<file path="config.mk">
export PLATFORM = sky130hd
export DESIGN_NAME = regfile_multiport
export DESIGN_NICKNAME = d
export VERILOG_FILES = /design/src/rtl/regfile_multiport.sv
export SDC_FILE = /design/constraint.sdc
export NUM_CORES = 2
export LEC_CHECK = 0
export BUFFER_PORTS_ARGS = -buffer_cell sky130_fd_sc_hd__buf_2
export CORE_MARGIN = 10
export CORE_UTILIZATION = 35
export CTS_CLUSTER_SIZE = 28
export DETAILED_ROUTE_END_ITERATION = 12
export GPL_TIMING_DRIVEN = 0
export PLACE_DENSITY = 0.54
export REMOVE_ABC_BUFFERS = 1
export SKIP_LAST_GASP = 1
export SLEW_MARGIN = 20
export SYNTH_ARGS = -nofsm -noshare
export SYNTH_HDL_FRONTEND = slang
export SYNTH_SLANG_ARGS = --single-unit
</file>
<file path="constraint.sdc">
create_clock -name clk -period 4.5 [get_ports clk]
set_input_delay 0.45 -clock clk [delete_from_list [all_inputs] [get_ports clk]]
set_output_delay 0.45 -clock clk [all_outputs]
set_load 0.05 [all_outputs]
</file>
<file path="src/rtl/regfile_multiport.sv">
// Multi-port register file: NUM_READ combinational read ports, two write ports, self-clearing after reset.
// Define REGFILE_MULTIPORT_BYPASS_EN to forward same-cycle write data to matching reads.
module regfile_multiport #(
   parameter int unsigned WORD_SIZE    = 32,
   parameter int unsigned ADDRESS_SIZE = 5,
   parameter int unsigned NUM_READ     = 3
) (
   input  logic                             clk,
   input  logic                             rst,
   input  logic [NUM_READ*ADDRESS_SIZE-1:0] ReadReg,
   output logic [NUM_READ*WORD_SIZE-1:0]    ReadData,
   input  logic [ADDRESS_SIZE-1:0]          WriteReg0,
   input  logic [ADDRESS_SIZE-1:0]          WriteReg1,
   input  logic [WORD_SIZE-1:0]             WriteData0,
   input  logic [WORD_SIZE-1:0]             WriteData1,
   input  logic                             RegWrite0,
   input  logic                             RegWrite1,
   output logic                             Busy
);

   localparam int unsigned DEPTH = 1 << ADDRESS_SIZE;

   typedef enum logic {
      CLEAR = 1'b0,
      READY = 1'b1
   } state_t;

   state_t                  state_q, state_d;
   logic [ADDRESS_SIZE-1:0] cnt_q, cnt_d;
   logic [WORD_SIZE-1:0]    mem_q [DEPTH];

   always_ff @(posedge clk) begin
      if (rst) begin
         state_q <= CLEAR;
         cnt_q   <= '0;
      end else begin
         state_q <= state_d;
         cnt_q   <= cnt_d;
      end
   end

   always_comb begin
      state_d = state_q;
      cnt_d   = cnt_q;
      if (state_q == CLEAR) begin
         cnt_d = cnt_q + ADDRESS_SIZE'(1);
         if (cnt_q == '1) begin
            state_d = READY;
         end
      end
   end

   assign Busy = (state_q == CLEAR);

   // Port 1 is written last so it wins a same-address collision.
   always_ff @(posedge clk) begin
      if (!rst) begin
         if (state_q == CLEAR) begin
            mem_q[cnt_q] <= '0;
         end else begin
            if (RegWrite0 && (WriteReg0 != '0)) begin
               mem_q[WriteReg0] <= WriteData0;
            end
            if (RegWrite1 && (WriteReg1 != '0)) begin
               mem_q[WriteReg1] <= WriteData1;
            end
         end
      end
   end

   always_comb begin
      ReadData = '0;
      for (int unsigned k = 0; k < NUM_READ; k++) begin
         logic [ADDRESS_SIZE-1:0] raddr;
         logic [WORD_SIZE-1:0]    rdata;
         raddr = ReadReg[k*ADDRESS_SIZE +: ADDRESS_SIZE];
         rdata = '0;
         if ((state_q == READY) && (raddr != '0)) begin
`ifdef REGFILE_MULTIPORT_BYPASS_EN
            if (!rst && RegWrite1 && (WriteReg1 == raddr)) begin
               rdata = WriteData1;
            end else if (!rst && RegWrite0 && (WriteReg0 == raddr)) begin
               rdata = WriteData0;
            end else begin
               rdata = mem_q[raddr];
            end
`else
            rdata = mem_q[raddr];
`endif
         end
         ReadData[k*WORD_SIZE +: WORD_SIZE] = rdata;
      end
   end

endmodule

</file>
## After elaboration in Yosys (flattened, before gate mapping)

Memories as Yosys holds them, arrays and structs flattened.
Index checks and enable logic that the tools add are counted.

- Add/subtract/negate cells: 1
- Multipliers: 0
- Divide/modulo/power cells: 0
- Magnitude comparators: 0
- Equality and inequality tests: 1
- Shift-type cells: 0
- Multiplexer cells: 19
- Bitwise logic cells: 1
- Reduce and logical (&&, ||, !) cells: 11

Operator list:

| operator | number |
|---|---|
| 32-bit two-way mux | 4 |
| 32-bit OR reduction | 1 |
| 5-bit nonzero test | 5 |
| 1-bit two-way mux | 14 |
| 5-bit by 1-bit adder with 5-bit output (second input constant) | 1 |
| 5-bit equality test (second input constant) | 1 |
| 1-bit logical AND | 5 |
| 5-bit two-way mux | 1 |
| 1-bit inverter | 1 |

- Register bits: 6
- Latch bits: 0
- Bits in writable memories: 1,024
- ROM bits: 0
- Input port bits: 93
- Word-level logic and storage cells: 36
- Memories: 1

Memory list:

| name | depth | width | rd ports | clocked after memory_dff | wr ports | line | text |
|---|---|---|---|---|---|---|---|
| mem_q | 32 | 32 | 3 | 0 | 2 | 30 | `logic [WORD_SIZE-1:0] mem_q [DEPTH];` |

## Depth between registers and ports, before layout

- Depth after elaboration: 8
- Gate-level depth with buffers: 8

## Worst setup path after synthesis

No wires, ideal clock.

- Kind: input to register
- From: input WriteReg0[2]
- To: memory mem_q[24][0], enable pin
- Data arrival time: 4.025 ns
- Slack: 0.010 ns
- Cell stages on the path: 6
- Buffers on the path: 2
- Cells stage by stage: buf_6 -> or3_4 -> o31a_4 -> buf_6 -> o31a_1 -> o21ai_0

RTL lines:

| what | line | text |
|---|---|---|
| start, declared | 12 | `input logic [ADDRESS_SIZE-1:0] WriteReg0,` |
| end, declared | 30 |  |

## Worst setup path after layout

- From: register state_q
- To: output ReadData[70]

- Longest elaborated chain between the ends: 2

RTL lines:

| what | line | text |
|---|---|---|
| start, declared | 28 | `state_t state_q, state_d;` |
| start signal, assigned | 37 | `state_q <= state_d;` |
| 1-bit logical AND | 78 | `if ((state_q == READY) && (raddr != '0)) begin` |
| 32-bit two-way mux | 78 |  |
| end, declared | 11 | `output logic [NUM_READ*WORD_SIZE-1:0] ReadData,` |

No other way between the ends.

==> impl_metrics.py <==
metrics = {
    "timing": {
        "finalSetupTns_ns": 0,
        "worst_slack_ns": 0.0519,
        "timing.final.crit_share_pct": 98.8,
        "maxSlewHeadroom_pct": 25.5,
        "worst_pin_slew_ns": 1.12,
        "timing.hold.ws_ns": 0.187,
        "fmax_mhz": 225,
        "rsz0062_at_grt": "false",
        "hold_viol_final": 0,
        "finalMaxSlewViolations": 0,
        "setup-violations-final": 0,
        "skew_ns": 0.0295,
        "min_period_ns": 4.45,
    },
    "placement": {
        "hpwl_um": 210000,
        "io_buffers": 189,
        "pre_cts_slack_ns": -0.188,
        "placed_cell_area_mm2": 0.0777,
        "routabilityCongestion": 0.843,
    },
    "drt": {
        "drc": 0,
        "routed_wl_um": 302000,
        "routed_via_density": 6.69,
        "wl_per_cell_um": 38.7,
        "ant_nets": 0,
        "drt_pass1_iterations": 5,
        "vias": 52200,
        "first_iter_violations": 8190,
    },
    "yosys": {
        "synth_area_mm2": 0.0697,
        "yosysTopAreaCellShare_pct": 44.1,
        "synth-seq-cells": 1030,
        "syn_inst": 5124,
        "yosysSeqAreaShare_pct": 44.3,
        "syn_avg_cell_area_um2": 13.6,
        "yosys.area.top_type": "edfxtp_1",
        "synth_edf_count": 1024,
        "synth_cell_type_count": 63,
        "ys.warnings.count": 0,
        "ys_top_cells_by_area": "edfxtp_1 44%, mux2_2 19%, mux4_2 12%, mux2i_1 7.5%, a22oi_1 3.1%",
        "synthArstFlopShare_pct": 0,
        "synth_top_flop_cell": "edfxtp_1",
    },
    "floorplan": {
        "initial_utilization_pct": 35.2,
        "die_h_um": 466,
        "rows": 163,
        "core_area_mm2": 0.198,
        "die_w_um": 466,
        "dieArea_mm2": 0.217,
        "ios": 190,
    },
    "worst_setup_path": {
        "r2r_slack_ns": 0.38,
        "reg2reg_depth": 6,
        "critPathMaxStageDelay_ns": 0.70,
        "worstSetupEndpoint": "ReadData[70]",
        "critPathSlowestCell": "and2_2",
        "path_max_fanout": 30,
        "critPathKind": "register to output pin",
        "path_cells": "nor3b_2 -> buf_6 -> buf_4 -> and2_2 -> a21oi_1 -> nand4_1 -> buf_2",
        "crit_required_ns": 4.05,
        "startpoint_type": "register",
        "reg2reg_from": "state_q",
        "crit_path_start": "state_q",
        "arrival_ns": 4.00,
        "r2r_end": "mem_q[4][30]",
        "critPathCaptureType": "output pin",
    },
    "grt": {
        "grt_max_degree": 86,
        "grt_pass1_wl_um": 413000,
        "grt_pass1_vias": 50800,
        "antenna_found_initial": 18,
        "grt_overflow": 0,
        "grtUsageTotal_pct": 26.7,
    },
    "layout": {
        "drive_gt1_share_pct": 45.4,
        "nets": 5158,
        "mostFrequentLayoutCells": "1170 x mux2_2, 1024 x edfxtp_1, 522 x mux2i_1",
        "fin_util_pct": 41.3,
        "final_common_cell": "mux2_2",
        "nFillCells": 18000,
        "design_area_mm2": 0.0818,
        "area_growth_pct": 17.3,
    },
    "min_path": {
        "min_path_cells": 2,
        "hold_class": "input port to register",
        "min_from": "WriteData0[26]",
    },
    "clock_network": {
        "htreeDepth": 4,
        "clk_pin_slew_worst_paths_ns": 0.06,
        "clk_latency_ns": 0.80,
        "clk_path_buf_depth": 3,
        "numCtsBuffers": 130,
        "clkSinkCount": 1030,
        "ctsRootBufferMaster": "clkbuf_16",
        "tritoncts": "done",
    },
    "power_and_ir_drop": {
        "power.density_mw_per_mm2": 280,
        "peakVddDrop_mv": 0.427,
        "leakage_uw": 0.0285,
    },
    "outcome": {
        "status": "completed",
    },
    "run": {
        "drv_cap": 0,
    },
}
==> cells in the mapped netlist, types with 6 or more instances <==
cell type	instances
mux2_2	1170
edfxtp_1	1024
mux2i_1	522
mux4_2	378
clkbuf_1	322
a22oi_1	290
buf_2	214
nand3_1	141
nand4_1	94
a21oi_1	93
o21ai_0	80
nand2_1	79
nor2b_1	77
o22ai_1	76
a211oi_1	65
and3_1	63
or3_1	62
buf_1	56
buf_6	55
a31oi_1	38
nor2_1	35
a22o_1	32
and2_4	26
mux2_4	17
and2_1	15
nor3_1	11
nand2b_1	10
o21bai_1	7
dfxtp_1	6
==> final cells by class <==
type                       count  area, um2  area share [%]
clock inverter                60        502           0.613
sequential                  1030      30900            37.7
multi-input combinational   3439      36700            44.8
tap                         2640       3300            4.04
antenna                        8       20.0          0.0245
timing repair buffer         457       6920            8.46
clock buffer                 166       3490            4.27
inverter                       5       18.8          0.0229
==> layer usage <==
metal,up-vias,GRT usage [%],share of wire [%]
li1,20600,-,-
met2,3801,39.8,43
met3,859,6.92,12
met4,16,12.1,5.1
met5,-,0,0.033
met1,26900,36.5,40
==> sequential cells by signal, summed over array words and instances (netlist names) <==
signal / flops
mem_q: 1024
state_q: 1
cnt_q: 5
==> worst max-delay path, delay by kind of cell, from the launching register on <==
kind            cells  cell delay (ns)
simple gates        3             1.63
buf+inv             3             0.81
compound gates      1             0.18
flops               1             0.57
==> worst min-delay path by stage <==
| stage | endpoint | slack [ns] |
|---|---|---|
| final | mem_q[0][26] | 0.19 |
| after detailed placement | cnt_q[1] | 0.61 |
| after global routing | mem_q[0][26] | 0.19 |
| after global placement | cnt_q[1] | 0.59 |
| after CTS | mem_q[0][26] | 0.15 |
| after floorplan | cnt_q[0] | 0.52 |
==> where the power goes <==
part | internal [uW] | switching (uW)
Clock | 5910 | 4350
Sequential | 10500 | 41.9
Combinational | 819 | 1300
Total | 17200 | 5700
==> cells by family (layout without fill, tap and decap cells) <==
logic type,count (synthesis),in the layout,share of synthesized area (%)
multiplexers,2087,2087,39.0
flip-flops,1030,1030,44.3
AO/OA/AOI/OAI,701,701,6.84
buffers and inverters,655,688,4.52
AND/OR/NAND/NOR,646,646,5.33
XOR/XNOR,3,3,0.0377
adder cells (fa/ha/maj),2,2,0.0359
other,0,8,0
==> metrics by stage <==
step,total power (uW),instances
floorplan,11500,4474
global placement,12800,7303
detailed placement,12800,7566
CTS,22900,7797
global route,23300,7799
finish,22900,7805
==> repair_timing <==
action,CTS,global route
gates resized for setup,2,0
hold buffers,1,0
hold endpoints to repair,6,0
buffers inserted,4,0
setup endpoints to repair,122,0
Note: power is estimated with default switching activity, not from simulation.
